<file path="config.mk">
export PLATFORM = sky130hd
export DESIGN_NAME = lfsr_stream_decoder
export DESIGN_NICKNAME = d
export VERILOG_FILES = /design/src/rtl/lfsr_stream_decoder.sv
export SDC_FILE = /design/constraint.sdc
export NUM_CORES = 1
export LEC_CHECK = 0
export ABC_CLOCK_PERIOD_IN_PS = 4100
export BUFFER_PORTS_ARGS = -buffer_cell sky130_fd_sc_hd__buf_2
export CORE_ASPECT_RATIO = 0.7
export CORE_MARGIN = 3
export CORE_UTILIZATION = 40
export CTS_CLUSTER_DIAMETER = 30
export CTS_CLUSTER_SIZE = 28
export DETAILED_ROUTE_END_ITERATION = 12
export PLACE_DENSITY = 0.6
export RECOVER_POWER = 25
export SETUP_SLACK_MARGIN = 0.3
export SYNTH_ARGS = -nofsm -noshare
export SYNTH_HDL_FRONTEND = slang
export SYNTH_SLANG_ARGS = --single-unit
</file>
<file path="constraint.sdc">
create_clock -name clk -period 4.1 [get_ports clk]
set_input_delay 0.205 -clock clk [delete_from_list [all_inputs] [get_ports clk]]
set_output_delay 0.205 -clock clk [all_outputs]
set_load 0.05 [all_outputs]
</file>
<file path="src/rtl/lfsr_stream_decoder.sv">
// Receive side of the LFSR byte-stream cipher: recovers the LFSR state from a known-plaintext preamble,
// then regenerates the keystream to emit plaintext. Optional CHK-phase keystream check: LFSR_DEC_PRECHECK_EN.
module lfsr_stream_decoder #(
  parameter logic [7:0]  PRE_CHAR = 8'h5F,
  parameter int unsigned PRE_LEN  = 6
) (
  input  logic        clk,
  input  logic        rst_n,
  input  logic        start,
  input  logic [7:0]  in_data,
  input  logic        in_valid,
  input  logic        in_last,
  output logic        in_ready,
  output logic [7:0]  out_data,
  output logic        out_valid,
  output logic        out_last,
  input  logic        out_ready,
  output logic [31:0] key_state,
  output logic        locked,
  output logic        sync_err
);

  typedef enum logic [1:0] {IDLE, SYNC, CHK, RUN} state_e;

  localparam logic [3:0] PRE_LEN_C = 4'(PRE_LEN);

  // Eight LFSR steps unrolled; the low byte of the result is the keystream byte for the old state.
  function automatic logic [31:0] step8(input logic [31:0] s);
    logic [31:0] r;
    r = s;
    for (int i = 0; i < 8; i++) r = {r[30:0], r[2] ^ r[5] ^ r[6] ^ r[12] ^ r[30]};
    return r;
  endfunction

  state_e      state_q, state_d;
  logic [31:0] key_q, key_d;
  logic [3:0]  count_q, count_d;
  logic [7:0]  out_data_q, out_data_d;
  logic        out_valid_q, out_valid_d;
  logic        out_last_q, out_last_d;
  logic        locked_q, locked_d;
  logic        sync_err_q, sync_err_d;

  logic [31:0] next_key;
  logic [7:0]  ks;
  logic [3:0]  count_inc;
  logic        accept;

  assign next_key  = step8(key_q);
  assign ks        = next_key[7:0];
  assign count_inc = (count_q < PRE_LEN_C) ? count_q + 4'd1 : count_q;

  always_comb begin
    in_ready = 1'b0;
    if (!start) begin
      unique case (state_q)
        SYNC, CHK: in_ready = 1'b1;
        RUN:       in_ready = !out_valid_q || out_ready;
        default:   in_ready = 1'b0;
      endcase
    end
  end

  assign accept = in_valid && in_ready;

  always_comb begin
    // NOTE: every _d defaults to its _q first so no path through the case can infer a latch.
    state_d     = state_q;
    key_d       = key_q;
    count_d     = count_q;
    out_data_d  = out_data_q;
    out_valid_d = out_valid_q;
    out_last_d  = out_last_q;
    locked_d    = locked_q;
    sync_err_d  = sync_err_q;

    if (out_valid_q && out_ready) out_valid_d = 1'b0;

    if (start) begin
      // A restart drops any pending output and the byte offered this cycle.
      state_d     = SYNC;
      key_d       = '0;
      count_d     = '0;
      out_valid_d = 1'b0;
      out_last_d  = 1'b0;
      locked_d    = 1'b0;
      sync_err_d  = 1'b0;
    end else if (accept) begin
      unique case (state_q)
        SYNC: begin
          key_d   = {key_q[23:0], in_data ^ PRE_CHAR};
          count_d = count_inc;
          if (count_q == 4'd3) begin
            locked_d = 1'b1;
            state_d  = (PRE_LEN > 4) ? CHK : RUN;
          end
          if (in_last) begin
            state_d    = IDLE;
            locked_d   = 1'b0;
            sync_err_d = 1'b1;
          end
        end
        CHK: begin
          key_d   = next_key;
          count_d = count_inc;
          if (count_inc == PRE_LEN_C) state_d = RUN;
`ifdef LFSR_DEC_PRECHECK_EN
          if ((in_data ^ ks) != PRE_CHAR) begin
            state_d    = IDLE;
            locked_d   = 1'b0;
            sync_err_d = 1'b1;
          end
`endif
          if (in_last) begin
            state_d    = IDLE;
            locked_d   = 1'b0;
            sync_err_d = 1'b1;
          end
        end
        RUN: begin
          key_d       = next_key;
          out_data_d  = in_data ^ ks;
          out_valid_d = 1'b1;
          out_last_d  = in_last;
          if (in_last) begin
            state_d  = IDLE;
            locked_d = 1'b0;
          end
        end
        default: ;
      endcase
    end
  end

  always_ff @(posedge clk or negedge rst_n) begin
    if (!rst_n) begin
      state_q     <= IDLE;
      key_q       <= '0;
      count_q     <= '0;
      out_data_q  <= '0;
      out_valid_q <= 1'b0;
      out_last_q  <= 1'b0;
      locked_q    <= 1'b0;
      sync_err_q  <= 1'b0;
    end else begin
      // NOTE: non-blocking assignments so every flop samples the pre-edge values of the others.
      state_q     <= state_d;
      key_q       <= key_d;
      count_q     <= count_d;
      out_data_q  <= out_data_d;
      out_valid_q <= out_valid_d;
      out_last_q  <= out_last_d;
      locked_q    <= locked_d;
      sync_err_q  <= sync_err_d;
    end
  end

  assign out_data  = out_data_q;
  assign out_valid = out_valid_q;
  assign out_last  = out_last_q;
  assign key_state = key_q;
  assign locked    = locked_q;
  assign sync_err  = sync_err_q;

endmodule

</file>
Word level (Yosys, flattened, before mapping)
Cells that the tools add are included.
- register bits after elaboration: 50
- output and inout port bits: 45
- logic and storage cells: 107
- bitwise gates (word level): 35
- add/subtract/negate cells: 1
- muxes and demuxes: 34
- reductions and logical operators: 19
- equality and inequality tests: 9
- magnitude comparators: 1
- operators with widths (cell ; number):
    two-way mux 32 bit ; 2
    one-hot mux 32 bit (2 select lines) ; 1
    bitwise XOR 1 bit ; 32
    two-way mux 1 bit ; 17
    two-way mux 4 bit ; 4
    two-way mux 2 bit ; 7
    inequality test 4 bit (second input constant) ; 2
    nonzero test 2 bit ; 4
    bitwise XOR 8 bit ; 1
    inverter 6 bit ; 1
    one-hot mux 2 bit (3 select lines) ; 1
    AND reduction 2 bit ; 3
    AND reduction 3 bit ; 2
    AND reduction 5 bit ; 1
    adder 4 x 1 -> 4 bit (second input constant) ; 1
    == test 2 bit (second input constant) ; 2
    == test 4 x 2 -> 1 bit (second input constant) ; 1
    == test 4 x 3 -> 1 bit (second input constant) ; 1
    < comparator 4 x 3 -> 1 bit (second input constant) ; 1
    one-hot mux 1 bit (2 select lines) ; 2
    AND reduction 4 bit ; 1
    nonzero test 4 bit ; 1
    OR reduction 2 bit ; 2
    inequality test 3 x 1 -> 1 bit (second input constant) ; 1
    7 further kinds ; 8

Logic depth before layout (Yosys ltp)
Gate-level depths: netlist of run 1.
- depth in word-level cells: 15
- depth in mapped cells: 9

Worst setup path after synthesis of run 1
No wires, ideal clock.
- kind: register -> output
- start: register out_valid_q, in the netlist out_valid
- end: output port in_ready
- arrival: 1871 ps
- cell stages (with the launch flop): 4
- slack: 2024 ps
- cell sequence: dfrtp_1 nand2b_1 a21oi_2 nor3_1
- cells in the longest elaborated chain, start to end: 4
- ends and longest elaborated chain (item ; line ; RTL):
    from (decl) ; 39 ; logic out_valid_q, out_valid_d;
    from (signal assigned) ; 151 ; out_valid_q <= out_valid_d;
    zero test 1 bit ; 58 ; RUN: in_ready = !out_valid_q || out_ready;
    logical OR 1 bit ; 58 ;
    one-hot mux 1 bit (2 select lines) ; 56 ; unique case (state_q)
    two-way mux 1 bit ; 55 ; if (!start) begin
    to (decl) ; 13 ; output logic in_ready,
Every way passes these cells.

Final worst setup path of run 1
- start: register state_q[0]
- end: register key_q[1], in the netlist key_state[1]
- cells in the longest elaborated chain, start to end: 7
- elaborated cells between the ends (all ways): 14
- classes of those cells: 3 x eq/ne; 5 x mux; 6 x reduce/logical
- ends and longest elaborated chain (item ; line ; RTL):
    from (decl) ; 35 ; state_e state_q, state_d;
    from (signal assigned) ; 147 ; state_q <= state_d;
    == test 2 x 1 -> 1 bit / == test 2 bit (equally long branches) ; 56, 89 ;
    OR reduction 2 bit (no line) ; - ;
    one-hot mux 1 bit (2 select lines) ; 56 ;
    two-way mux 1 bit ; 55 ;
    logical AND 1 bit ; 64 ; assign accept = in_valid && in_ready;
    nonzero test 2 bit (no line) ; - ;
    AND reduction 2 bit (no line) ; - ;
    to (signal assigned) ; 148 ; key_q <= key_d;
    to (decl) ; 36 ; logic [31:0] key_q, key_d;
Several ways; a longest one is shown, not always the timed one. The select of a mux whose other input is x is not followed.
A chain may end at the register's enable or synchronous reset.

==> load_flow_metrics.sql, run 1 <==
INSERT INTO impl_metrics (metric_group, metric, value, unit) VALUES
('layout', 'final_cell_area', '2978', 'µm²'),
('clocking', 'cts-buffers-inserted', '5', ''),
('layout', 'syn2layout_area_growth', '14.37', '%'),
('timing', 'hold-worst-slack', '0.2065', 'ns'),
('status', 'status', 'finished with violations', ''),
('routing', 'finalWirelength', '5.800', 'mm'),
('setup_path', 'crit_chain', 'inv_1 > ha_1 > or2_1 > nor2_1 > o31a_2 > nor4_1 > a211o_1', ''),
('yosys', 'synth_cells', '269', ''),
('yosys', 'ys_dominant_reg_cell', 'sky130_fd_sc_hd__dfrtp_1', ''),
('global_routing', 'grt_first_pass_wirelength', '9.729', 'mm'),
('timing', 'report.final.slew_viol_count', '51', ''),
('routing', 'drc', '0', ''),
('yosys', 'async_reset_ff_frac', '1.000', ''),
('timing', 'timing_worst_slew_pin_value', '2.713', 'ns'),
('hold_path', 'type_of_the_tightest_min_delay_check', 'input pin to flip-flop', ''),
('timing', 'setup-violations-final', '0', ''),
('routing', 'detail-route-antenna-nets', '0', ''),
('placed_design', 'post_dp_cell_area', '2905', 'µm²'),
('yosys', 'seq_area_frac_synth', '0.4805', ''),
('global_routing', 'grt_antenna_before_repair', '0', ''),
('setup_path', 'critical_path_arrival', '2.81', 'ns'),
('global_routing', 'gr-usage-all-layers', '0.1653', ''),
('clocking', 'clockBufferDepth', '2', ''),
('yosys', 'syn_area_per_cell', '9.679', 'µm²'),
('status', 'violations', 'max-capacitance violations, max-slew violations', ''),
('timing', 'slew_headroom', '-0.8086', ''),
('clocking', 'clock_root_buffer', 'sky130_fd_sc_hd__clkbuf_8', ''),
('yosys', 'yosys.cell_types.count', '43', ''),
('yosys', 'synthesis.area', '2604', 'µm²'),
('setup_path', 'cp.required', '4.28', 'ns'),
('layout', 'antenna_fix_cells', '0', ''),
('yosys', 'yosysWarningCount', '0', ''),
('yosys', 'synth_fp_nets', '288', ''),
('flow_run', 'max_cap_violations', '1', ''),
('setup_path', 'timing.critical_path.fanout_max', '62', ''),
('power', 'power_per_cell_area', '637.9', 'nW/µm²'),
('floorplan', 'placement_rows', '23', ''),
('timing', 'sum_of_negative_setup_slack', '0', 'ns'),
('global_routing', 'grt_pass1_vias', '1877', ''),
('setup_path', 'critical_path.slowest_cell', 'sky130_fd_sc_hd__o31a_2', ''),
('clocking', 'cts_tree', 'done', ''),
('routing', 'num_vias', '2001', ''),
('routing', 'route.detailed.wl_per_inst', '14.72', 'µm'),
('layout', 'ratio_of_cells_with_drive_above_1_in_the_final_layout', '0.2351', ''),
('floorplan', 'die_x', '102.4', 'µm'),
('power', 'peak_vdd_ir', '0.3024', 'mV'),
('placed_design', 'dp_hpwl', '4.214', 'mm'),
('timing', 'fmaxAchievable', '0.3795', 'GHz'),
('clocking', 'clk_pin_slew', '0.09', 'ns'),
('setup_path', 'reg_to_reg_setup_timing_slack', '1.46', 'ns'),
('setup_path', 'longest_individual_stage_delay_on_the_worst_path', '0.82', 'ns'),
('setup_path', 'cp-end-kind', 'flip-flop', ''),
('timing', 'layout_worst_path_cycle_share', '0.6428', ''),
('routing', 'routed_via_density', '5.079', ''),
('floorplan', 'initial_core_util', '0.4329', ''),
('setup_path', 'critical_path.n_buffers_inverters', '1', ''),
('timing', 'timing.final.ws_setup', '1.465', 'ns'),
('timing', 'finalHoldViolCount', '0', ''),
('routing', 'drt_iter0_markers', '97', ''),
('clocking', 'clock_insertion_delay_worst_skew', '0.29', 'ns'),
('yosys', 'synth_largest_area_cell', 'sky130_fd_sc_hd__dfrtp_1', ''),
('yosys', 'ys_top_cells_by_area', 'sky130_fd_sc_hd__dfrtp_1, sky130_fd_sc_hd__nand2_1, sky130_fd_sc_hd__xnor2_1', ''),
('timing', 'final_worst_path_period_need', '2.635', 'ns'),
('global_routing', 'grt_remaining_overflow', '0', ''),
('layout', 'mostFrequentLayoutCell', 'sky130_fd_sc_hd__nand2_1', ''),
('power', 'power.static_leakage', '1.443', 'nW'),
('yosys', 'synthDominantCellAreaShare', '0.4805', ''),
('clocking', 'cts_stage_hold_buffer_count', '0', ''),
('global_routing', 'grt_start_max_net_pins', '63', ''),
('floorplan', 'die_height', '73.50', 'µm'),
('clocking', 'cts-resized-gates', '0', '');
==> Yosys cell counts, types with 2 or more instances <==
cell,instances
sky130_fd_sc_hd__a21oi_1,6
sky130_fd_sc_hd__a22o_1,4
sky130_fd_sc_hd__buf_2,5
sky130_fd_sc_hd__buf_6,2
sky130_fd_sc_hd__clkbuf_1,7
sky130_fd_sc_hd__dfrtp_1,50
sky130_fd_sc_hd__ha_1,5
sky130_fd_sc_hd__inv_1,6
sky130_fd_sc_hd__inv_2,2
sky130_fd_sc_hd__mux2i_1,4
sky130_fd_sc_hd__nand2_1,67
sky130_fd_sc_hd__nand2b_1,2
sky130_fd_sc_hd__nor2_1,8
sky130_fd_sc_hd__nor3_1,3
sky130_fd_sc_hd__nor4_1,4
sky130_fd_sc_hd__o21ai_0,30
sky130_fd_sc_hd__o21ai_1,7
sky130_fd_sc_hd__o31ai_1,2
sky130_fd_sc_hd__xnor2_1,22
sky130_fd_sc_hd__xnor3_2,2
sky130_fd_sc_hd__xor2_1,9
==> power by group <==
part           leakage (nW)  switching (W)  internal, W
registers             0.680      0.0000857     0.000579
clock network        0.0383       0.000155     0.000118
logic                 0.724       0.000642     0.000320
==> area by class of cell <==
cell class	instances	area, µm²
clock buffers	7	76.32
inverters	8	30.03
fillers	606	3037
multi-input cells	195	1232
flip-flops and latches	50	1251
well taps	75	93.84
repair buffers	59	294.0
==> routing by layer <==
layer	vias to the layer above	track usage	routed length (µm)
met5	-	0	0
met4	0	0.03639	29
met3	2	0.04080	348
met2	55	0.2339	2460
met1	950	0.2539	2961
li1	994	-	-
==> registers in the layout, indices dropped and copies added, names as in the netlist <==
signal and flops:
out_data 8, count_q 4, sync_err 1, out_last 1, out_valid 1, state_q 2, key_state 32, locked 1
==> kinds of logic (layout without fill, tap and decap cells) <==
| kind of cell | Yosys count | in the layout | share of synthesized area |
|---|---|---|---|
| AOI/OAI and AO/OA | 58 | 58 | 0.1336 |
| xor gates and xnor gates | 35 | 35 | 0.1418 |
| adders and majority gates | 5 | 5 | 0.02403 |
| buffers and inverters | 24 | 74 | 0.04661 |
| DFF | 50 | 50 | 0.4805 |
| muxes | 6 | 6 | 0.02547 |
| and+or+nand+nor | 91 | 91 | 0.1480 |
==> worst register-to-register path, stage by stage (launching register included) <==
cell and delay [ns]:
sky130_fd_sc_hd__dfrtp_1 0.39, sky130_fd_sc_hd__inv_1 0.09, sky130_fd_sc_hd__ha_1 0.23, sky130_fd_sc_hd__or2_1 0.39, sky130_fd_sc_hd__nor2_1 0.19, sky130_fd_sc_hd__o31a_2 0.82, sky130_fd_sc_hd__nor4_1 0.10, sky130_fd_sc_hd__a211o_1 0.31
==> stage by stage <==
stage,std cells,power [W],utilization
2_1_floorplan,269,0.001446,-
3_3_place_gp,387,0.001642,0.4830
3_5_place_dp,387,0.001647,0.4830
4_1_cts,394,0.001925,0.4957
5_1_grt,394,0.002029,0.4951
6_report,394,0.001900,0.4951
==> final timing paths <==
path,start,end,cells past startpoint
max in group asynchronous,rst_n,count_q[0],2
max reg2reg,state_q[0],key_state[1],7
min reg2reg,key_state[31],key_state[31],2
max,state_q[0],key_state[1],7
min in group asynchronous,rst_n,key_state[22],2
min,in_data[2],out_data[2],3
Power figures use the tool's default switching activity.
==> run 2: changes to the inputs <==
ABC_CLOCK_PERIOD_IN_PS = 2700   (was 4100)
clock period = 2.7 ns   (was 4.1 ns; I/O delays follow)
==> run 2 against run 1 <==
The run now ends clean. Critical path type unchanged. Fmax is 19% higher. Largest power group unchanged. Via count down 2.8%. Worst hold slack got worse by 0.082 ns.
==> load_flow_metrics.sql, run 2 (synthesized netlist as in run 1, its figures left out) <==
INSERT INTO impl_metrics (metric_group, metric, value, unit) VALUES
('status', 'status', 'complete, no violations', ''),
('setup_path', 'longest_individual_stage_delay_on_the_worst_path', '0.78', 'ns'),
('clocking', 'cts-buffers-inserted', '5', ''),
('power', 'power_per_cell_area', '972.9', 'nW/µm²'),
('layout', 'final_util', '0.5026', ''),
('power', 'power.share.combinational', '0.502', ''),
('clocking', 'clock_insertion_delay_worst_skew', '0.30', 'ns'),
('clocking', 'clk_pin_slew', '0.09', 'ns'),
('setup_path', 'timing.critical_path.fanout_max', '17', ''),
('placed_design', 'dp_hpwl', '4.406', 'mm'),
('setup_path', 'crit_chain', 'inv_1 > ha_1 > a21oi_2 > or4_1 > mux2_4', ''),
('power', 'peak_vdd_ir', '0.4330', 'mV'),
('layout', 'largest_register_ff_count', '32', ''),
('floorplan', 'placement_rows', '23', ''),
('setup_path', 'critical_path.slowest_cell', 'sky130_fd_sc_hd__or4_1', ''),
('power', 'switch_share', '0.4654', ''),
('placed_design', 'place.gp.congestion', '0.8274', ''),
('setup_path', 'cp.required', '2.90', 'ns'),
('setup_path', 'critical_path_arrival', '2.42', 'ns'),
('routing', 'num_vias', '1944', ''),
('clocking', 'cts_max_level', '2', ''),
('hold_path', 'type_of_the_tightest_min_delay_check', 'input pin to flip-flop', ''),
('routing', 'route.detailed.wl_per_inst', '14.66', 'µm'),
('clocking', 'clock_root_buffer', 'sky130_fd_sc_hd__clkbuf_8', ''),
('clocking', 'clkSinkCount', '50', ''),
('timing', 'timing_worst_slew_pin_value', '1.466', 'ns'),
('clocking', 'clockBufferDepth', '2', ''),
('setup_path', 'critical_path.n_buffers_inverters', '1', ''),
('floorplan', 'die_area', '7529', 'µm²'),
('timing', 'slew_headroom', '0.02284', ''),
('power', 'share_clk_of_total_power', '0.154', ''),
('floorplan', 'die_height', '73.50', 'µm'),
('timing', 'grt_setup_unrepaired', 'false', ''),
('layout', 'ratio_of_cells_with_drive_above_1_in_the_final_layout', '0.2160', ''),
('routing', 'detail-route-antenna-nets', '0', ''),
('routing', 'drt_pass1_iterations', '4', ''),
('placed_design', 'dpl_worst_slack', '0.3640', 'ns'),
('global_routing', 'grt_remaining_overflow', '0', ''),
('timing', 'report.final.slew_viol_count', '0', ''),
('layout', 'final_cell_mix', 'sky130_fd_sc_hd__nand2_1, sky130_fd_sc_hd__dfrtp_1, sky130_fd_sc_hd__buf_2, sky130_fd_sc_hd__o21ai_0, sky130_fd_sc_hd__xnor2_1', ''),
('power', 'switching_power', '0.001369', 'W'),
('timing', 'setup-violations-final', '0', ''),
('timing', 'final_worst_path_period_need', '2.224', 'ns'),
('timing', 'fmaxAchievable', '0.4497', 'GHz'),
('routing', 'drt_iter0_markers', '76', ''),
('global_routing', 'gr-usage-all-layers', '0.1615', ''),
('clocking', 'post-cts-setup-buffers', '0', ''),
('timing', 'finalHoldViolCount', '0', ''),
('setup_path', 'category_of_the_worst_setup_path_launch_point', 'flip-flop', ''),
('routing', 'routed_via_density', '4.872', ''),
('power', 'power.static_leakage', '1.441', 'nW'),
('layout', 'antenna_fix_cells', '0', ''),
('setup_path', 'reg_to_reg_setup_timing_slack', '0.48', 'ns'),
('global_routing', 'grt_antenna_before_repair', '0', ''),
('floorplan', 'placeableCoreArea', '6015', 'µm²'),
('setup_path', 'cp-end-kind', 'flip-flop', ''),
('layout', 'design.final.nets', '342', ''),
('power', 'power_frac_seq', '0.344', ''),
('layout', 'fill_cells', '552', ''),
('setup_path', 'crit_family', 'simple AND/OR/NAND/NOR gates', ''),
('flow_run', 'max_cap_violations', '0', ''),
('timing', 'sum_of_negative_setup_slack', '0', 'ns'),
('timing', 'layout_worst_path_cycle_share', '0.8236', ''),
('layout', 'mostFrequentLayoutCell', 'sky130_fd_sc_hd__nand2_1', ''),
('timing', 'timing.final.ws_setup', '0.4763', 'ns'),
('clocking', 'cts_tree', 'done', ''),
('timing', 'hold-worst-slack', '0.1240', 'ns'),
('timing', 'fin_worst_skew', '0.007196', 'ns'),
('routing', 'drc', '0', ''),
('floorplan', 'floorplan.io_pins', '59', ''),
('floorplan', 'initial_core_util', '0.4329', ''),
('global_routing', 'grt_pass1_vias', '1809', ''),
('power', 'intPower', '0.001572', 'W'),
('setup_path', 'crit_path_category', 'flip-flop to flip-flop', ''),
('global_routing', 'grt_first_pass_wirelength', '9.446', 'mm'),
('floorplan', 'die_x', '102.4', 'µm'),
('routing', 'finalWirelength', '5.851', 'mm'),
('global_routing', 'grt_start_max_net_pins', '32', ''),
('layout', 'syn2layout_area_growth', '16.10', '%'),
('placed_design', 'port_buffers', '58', '');
[run 2: what timing repair did]
action	CTS	global route
gates resized for setup	0	1
endpoints found under the setup margin	0	19
hold buffers	1	0
hold endpoints to repair	25	0
[run 2: layer usage]
layer,wire [µm],vias up,track usage
met3,238,5,0.03605
met4,50,0,0.03930
li1,-,1005,-
met2,2296,40,0.2210
met1,3266,894,0.2553
met5,0,-,0
[run 2: path summary, 6_finish.rpt]
path | start | end | cells after the start
max | state_q[0] | out_data[1] | 5
min reg2reg | out_data[6] | out_data[6] | 2
min in group asynchronous | rst_n | key_state[30] | 2
min | in_last | out_last | 3
max reg2reg | state_q[0] | out_data[1] | 5
max in group asynchronous | rst_n | key_state[5] | 3
[run 2: power by group through the flow]
stage	clock, W	sequential, W	combinational, W
2_1_floorplan	0	0.00142	0.000777
3_3_place_gp	0	0.00102	0.00148
3_5_place_dp	0	0.00103	0.00149
4_1_cts	0.000473	0.00101	0.00149
5_1_grt	0.000495	0.00103	0.00158
6_report	0.000454	0.00101	0.00148
[run 2: tightest hold or removal path: stages]
cell	delay, ns
sky130_fd_sc_hd__buf_2	0.13
sky130_fd_sc_hd__nand3_1	0.07
sky130_fd_sc_hd__a21oi_1	0.06
[run 2: through the flow]
stage          total power (W)  instances  cell area [µm²]
5_1_grt               0.003112        399             3023
3_5_place_dp          0.002514        390             2928
2_1_floorplan         0.002196        269             2604
6_report              0.002941        399             3023
3_3_place_gp          0.002505        390             2928
4_1_cts               0.002977        399             3029
[run 2: layout make-up]
class                   count  area (µm²)  share of cell area
clock buffers               7       86.33             0.02856
clock inverters             1       5.005            0.001656
inverters                   8       30.03            0.009934
multi-input cells         195        1240              0.4102
flip-flops and latches     50        1251              0.4139
well taps                  75       93.84             0.03104
repair buffers             63       316.6              0.1047
==> run 3: changes to the inputs <==
ABC_CLOCK_PERIOD_IN_PS = 2200   (was 2700)
clock period = 2.2 ns   (was 2.7 ns; I/O delays follow)
==> run 3 against run 2 <==
Utilization up 3.0 points. Global-route usage up 1.3 points. Critical path depth up 1. First-iteration DRC count up 55%. Sequential cell count unchanged. Fmax up 17%. Critical path type unchanged.
==> load_flow_metrics.sql, run 3 (synthesized netlist as in run 1, its figures left out) <==
INSERT INTO impl_metrics (metric_group, metric, value, unit) VALUES
('status', 'status', 'complete, no violations', ''),
('clocking', 'clock_root_buffer', 'sky130_fd_sc_hd__clkbuf_8', ''),
('timing', 'fin_worst_skew', '0.004740', 'ns'),
('setup_path', 'cp.required', '2.39', 'ns'),
('timing', 'report.final.slew_viol_count', '0', ''),
('floorplan', 'die_height', '73.50', 'µm'),
('clocking', 'cts-buffers-inserted', '5', ''),
('placed_design', 'dp.cells', '392', ''),
('routing', 'finalWirelength', '6.330', 'mm'),
('timing', 'sum_of_negative_setup_slack', '0', 'ns'),
('layout', 'largest_register_ff_count', '32', ''),
('setup_path', 'cp-end-kind', 'flip-flop', ''),
('floorplan', 'die_x', '102.4', 'µm'),
('placed_design', 'dpl_worst_slack', '0.1928', 'ns'),
('clocking', 'clkSinkCount', '50', ''),
('setup_path', 'timing.rr.start', 'state_q[0]', ''),
('layout', 'ratio_of_cells_with_drive_above_1_in_the_final_layout', '0.2012', ''),
('floorplan', 'initial_core_util', '0.4329', ''),
('routing', 'routed_via_density', '5.074', ''),
('placed_design', 'post_dp_cell_area', '2962', 'µm²'),
('routing', 'num_vias', '2070', ''),
('setup_path', 'timing.critical_path.from', 'state_q[0]', ''),
('layout', 'final_cell_area', '3202', 'µm²'),
('hold_path', 'worst_hold_startpoint', 'in_data[4]', ''),
('setup_path', 'category_of_the_worst_setup_path_launch_point', 'flip-flop', ''),
('routing', 'route.detailed.wl_per_inst', '15.51', 'µm'),
('clocking', 'cts_max_level', '2', ''),
('global_routing', 'gr-usage-all-layers', '0.1741', ''),
('routing', 'detail-route-antenna-nets', '0', ''),
('global_routing', 'grt_first_pass_wirelength', '10.12', 'mm'),
('timing', 'layout_worst_path_cycle_share', '0.8647', ''),
('power', 'total_power', '0.003867', 'W'),
('power', 'power.static_leakage', '1.415', 'nW'),
('floorplan', 'placement_rows', '23', ''),
('layout', 'design.final.nets', '351', ''),
('setup_path', 'timing.critical_path.fanout_max', '15', ''),
('power', 'power_per_cell_area', '1208', 'nW/µm²'),
('global_routing', 'grt_start_max_net_pins', '38', ''),
('timing', 'timing.final.ws_setup', '0.2976', 'ns'),
('clocking', 'clock_insertion_delay_worst_skew', '0.30', 'ns'),
('timing', 'finalHoldViolCount', '0', ''),
('routing', 'drt_iter0_markers', '118', ''),
('floorplan', 'die_area', '7529', 'µm²'),
('layout', 'final_cell_mix', 'sky130_fd_sc_hd__nand2_1, sky130_fd_sc_hd__dfrtp_1, sky130_fd_sc_hd__clkbuf_1, sky130_fd_sc_hd__o21ai_0, sky130_fd_sc_hd__buf_2', ''),
('timing', 'grt_setup_unrepaired', 'true', ''),
('routing', 'drc', '0', ''),
('global_routing', 'grt_remaining_overflow', '0', ''),
('layout', 'mostFrequentLayoutCell', 'sky130_fd_sc_hd__nand2_1', ''),
('timing', 'setup-violations-final', '0', ''),
('layout', 'layoutNonFillerInstCount', '408', ''),
('clocking', 'clk_pin_slew', '0.09', 'ns'),
('power', 'peak_vdd_ir', '0.6195', 'mV'),
('hold_path', 'type_of_the_tightest_min_delay_check', 'input pin to flip-flop', ''),
('layout', 'fill_cells', '566', ''),
('setup_path', 'critical_path_arrival', '2.09', 'ns'),
('flow_run', 'max_cap_violations', '0', ''),
('layout', 'register_area', '1254', 'µm²'),
('setup_path', 'crit_path_category', 'flip-flop to flip-flop', ''),
('layout', 'antenna_fix_cells', '0', ''),
('layout', 'multi_input_area', '1303', 'µm²'),
('global_routing', 'grt_antenna_before_repair', '0', ''),
('global_routing', 'grt_pass1_vias', '1942', ''),
('floorplan', 'placeableCoreArea', '6015', 'µm²'),
('layout', 'syn2layout_area_growth', '22.97', '%'),
('timing', 'timing_worst_slew_pin_value', '0.8614', 'ns'),
('floorplan', 'floorplan.io_pins', '59', ''),
('clocking', 'clockBufferDepth', '2', ''),
('timing', 'slew_headroom', '0.4257', ''),
('placed_design', 'place.gp.congestion', '0.7956', ''),
('timing', 'fmaxAchievable', '0.5256', 'GHz'),
('placed_design', 'port_buffers', '58', ''),
('clocking', 'cts_tree', 'done', ''),
('placed_design', 'dp_hpwl', '4.294', 'mm'),
('timing', 'final_worst_path_period_need', '1.902', 'ns'),
('routing', 'drt_pass1_iterations', '4', '');
run 3: changes by cell type in the layout (fill, tap and decap cells not counted), moves of 3 or more:
cell                       previous run  this run
sky130_fd_sc_hd__buf_2               47        23
sky130_fd_sc_hd__clkbuf_1            12        37
sky130_fd_sc_hd__buf_4                4         9
sky130_fd_sc_hd__ha_1                 5         2
run 3: worst paths after layout:
kind / endpoint / slack [ns] / cells after the start
worst max-delay path: key_state[6] / 0.30 / 6
worst min-delay path: out_data[4] / 0.10 / 3
worst max register to register: key_state[6] / 0.30 / 6
worst min register to register: out_data[2] / 0.49 / 2
max in group asynchronous: key_state[19] / 1.03 / 3
min in group asynchronous: key_state[22] / 0.45 / 2
run 3: per-stage QoR:
step	util	hold slack [ns]
after floorplan	-	-0.1856
after detailed placement	0.4924	0.2732
after global routing	0.5323	0.1115
after global placement	0.4924	0.2702
final	0.5323	0.1026
after CTS	0.5294	0.09811
run 3: layer usage:
| layer | wire [µm] | share of wire | track usage |
|---|---|---|---|
| met5 | 0 | 0 | 0 |
| met4 | 49 | 0.0077 | 0.03930 |
| met3 | 353 | 0.056 | 0.04175 |
| met2 | 2740 | 0.43 | 0.2475 |
| met1 | 3187 | 0.50 | 0.2668 |
run 3: cell type report:
cell class              instances  share of cell area
inverters                       8            0.009379
multi-input cells             195              0.4068
clock buffers                   7             0.02384
clock inverters                 1            0.009379
repair buffers                 72              0.1297
well taps                      75             0.02931
flip-flops and latches         50              0.3916
run 3: worst max-delay path: stages (launching register included):
cell,delay (ns)
sky130_fd_sc_hd__dfrtp_1,0.39
sky130_fd_sc_hd__inv_2,0.09
sky130_fd_sc_hd__ha_4,0.28
sky130_fd_sc_hd__a21oi_2,0.07
sky130_fd_sc_hd__o31a_4,0.42
sky130_fd_sc_hd__bufbuf_16,0.30
sky130_fd_sc_hd__a22o_2,0.25
run 3: report_power, final:
group	switching (W)	total (W)	leakage, nW	internal (W)
registers	0.000163	0.00124	0.677	0.00108
logic	0.00128	0.00198	0.686	0.000703
clock network	0.000299	0.000639	0.0524	0.000341
run 3: what timing repair did:
action	in CTS	in global routing
hold buffers	1	0
setup endpoints to repair	7	35
endpoints found under the hold margin	36	0
buffers inserted	2	3
pin swaps	1	3
gates cloned	2	0
gates resized for setup	7	11
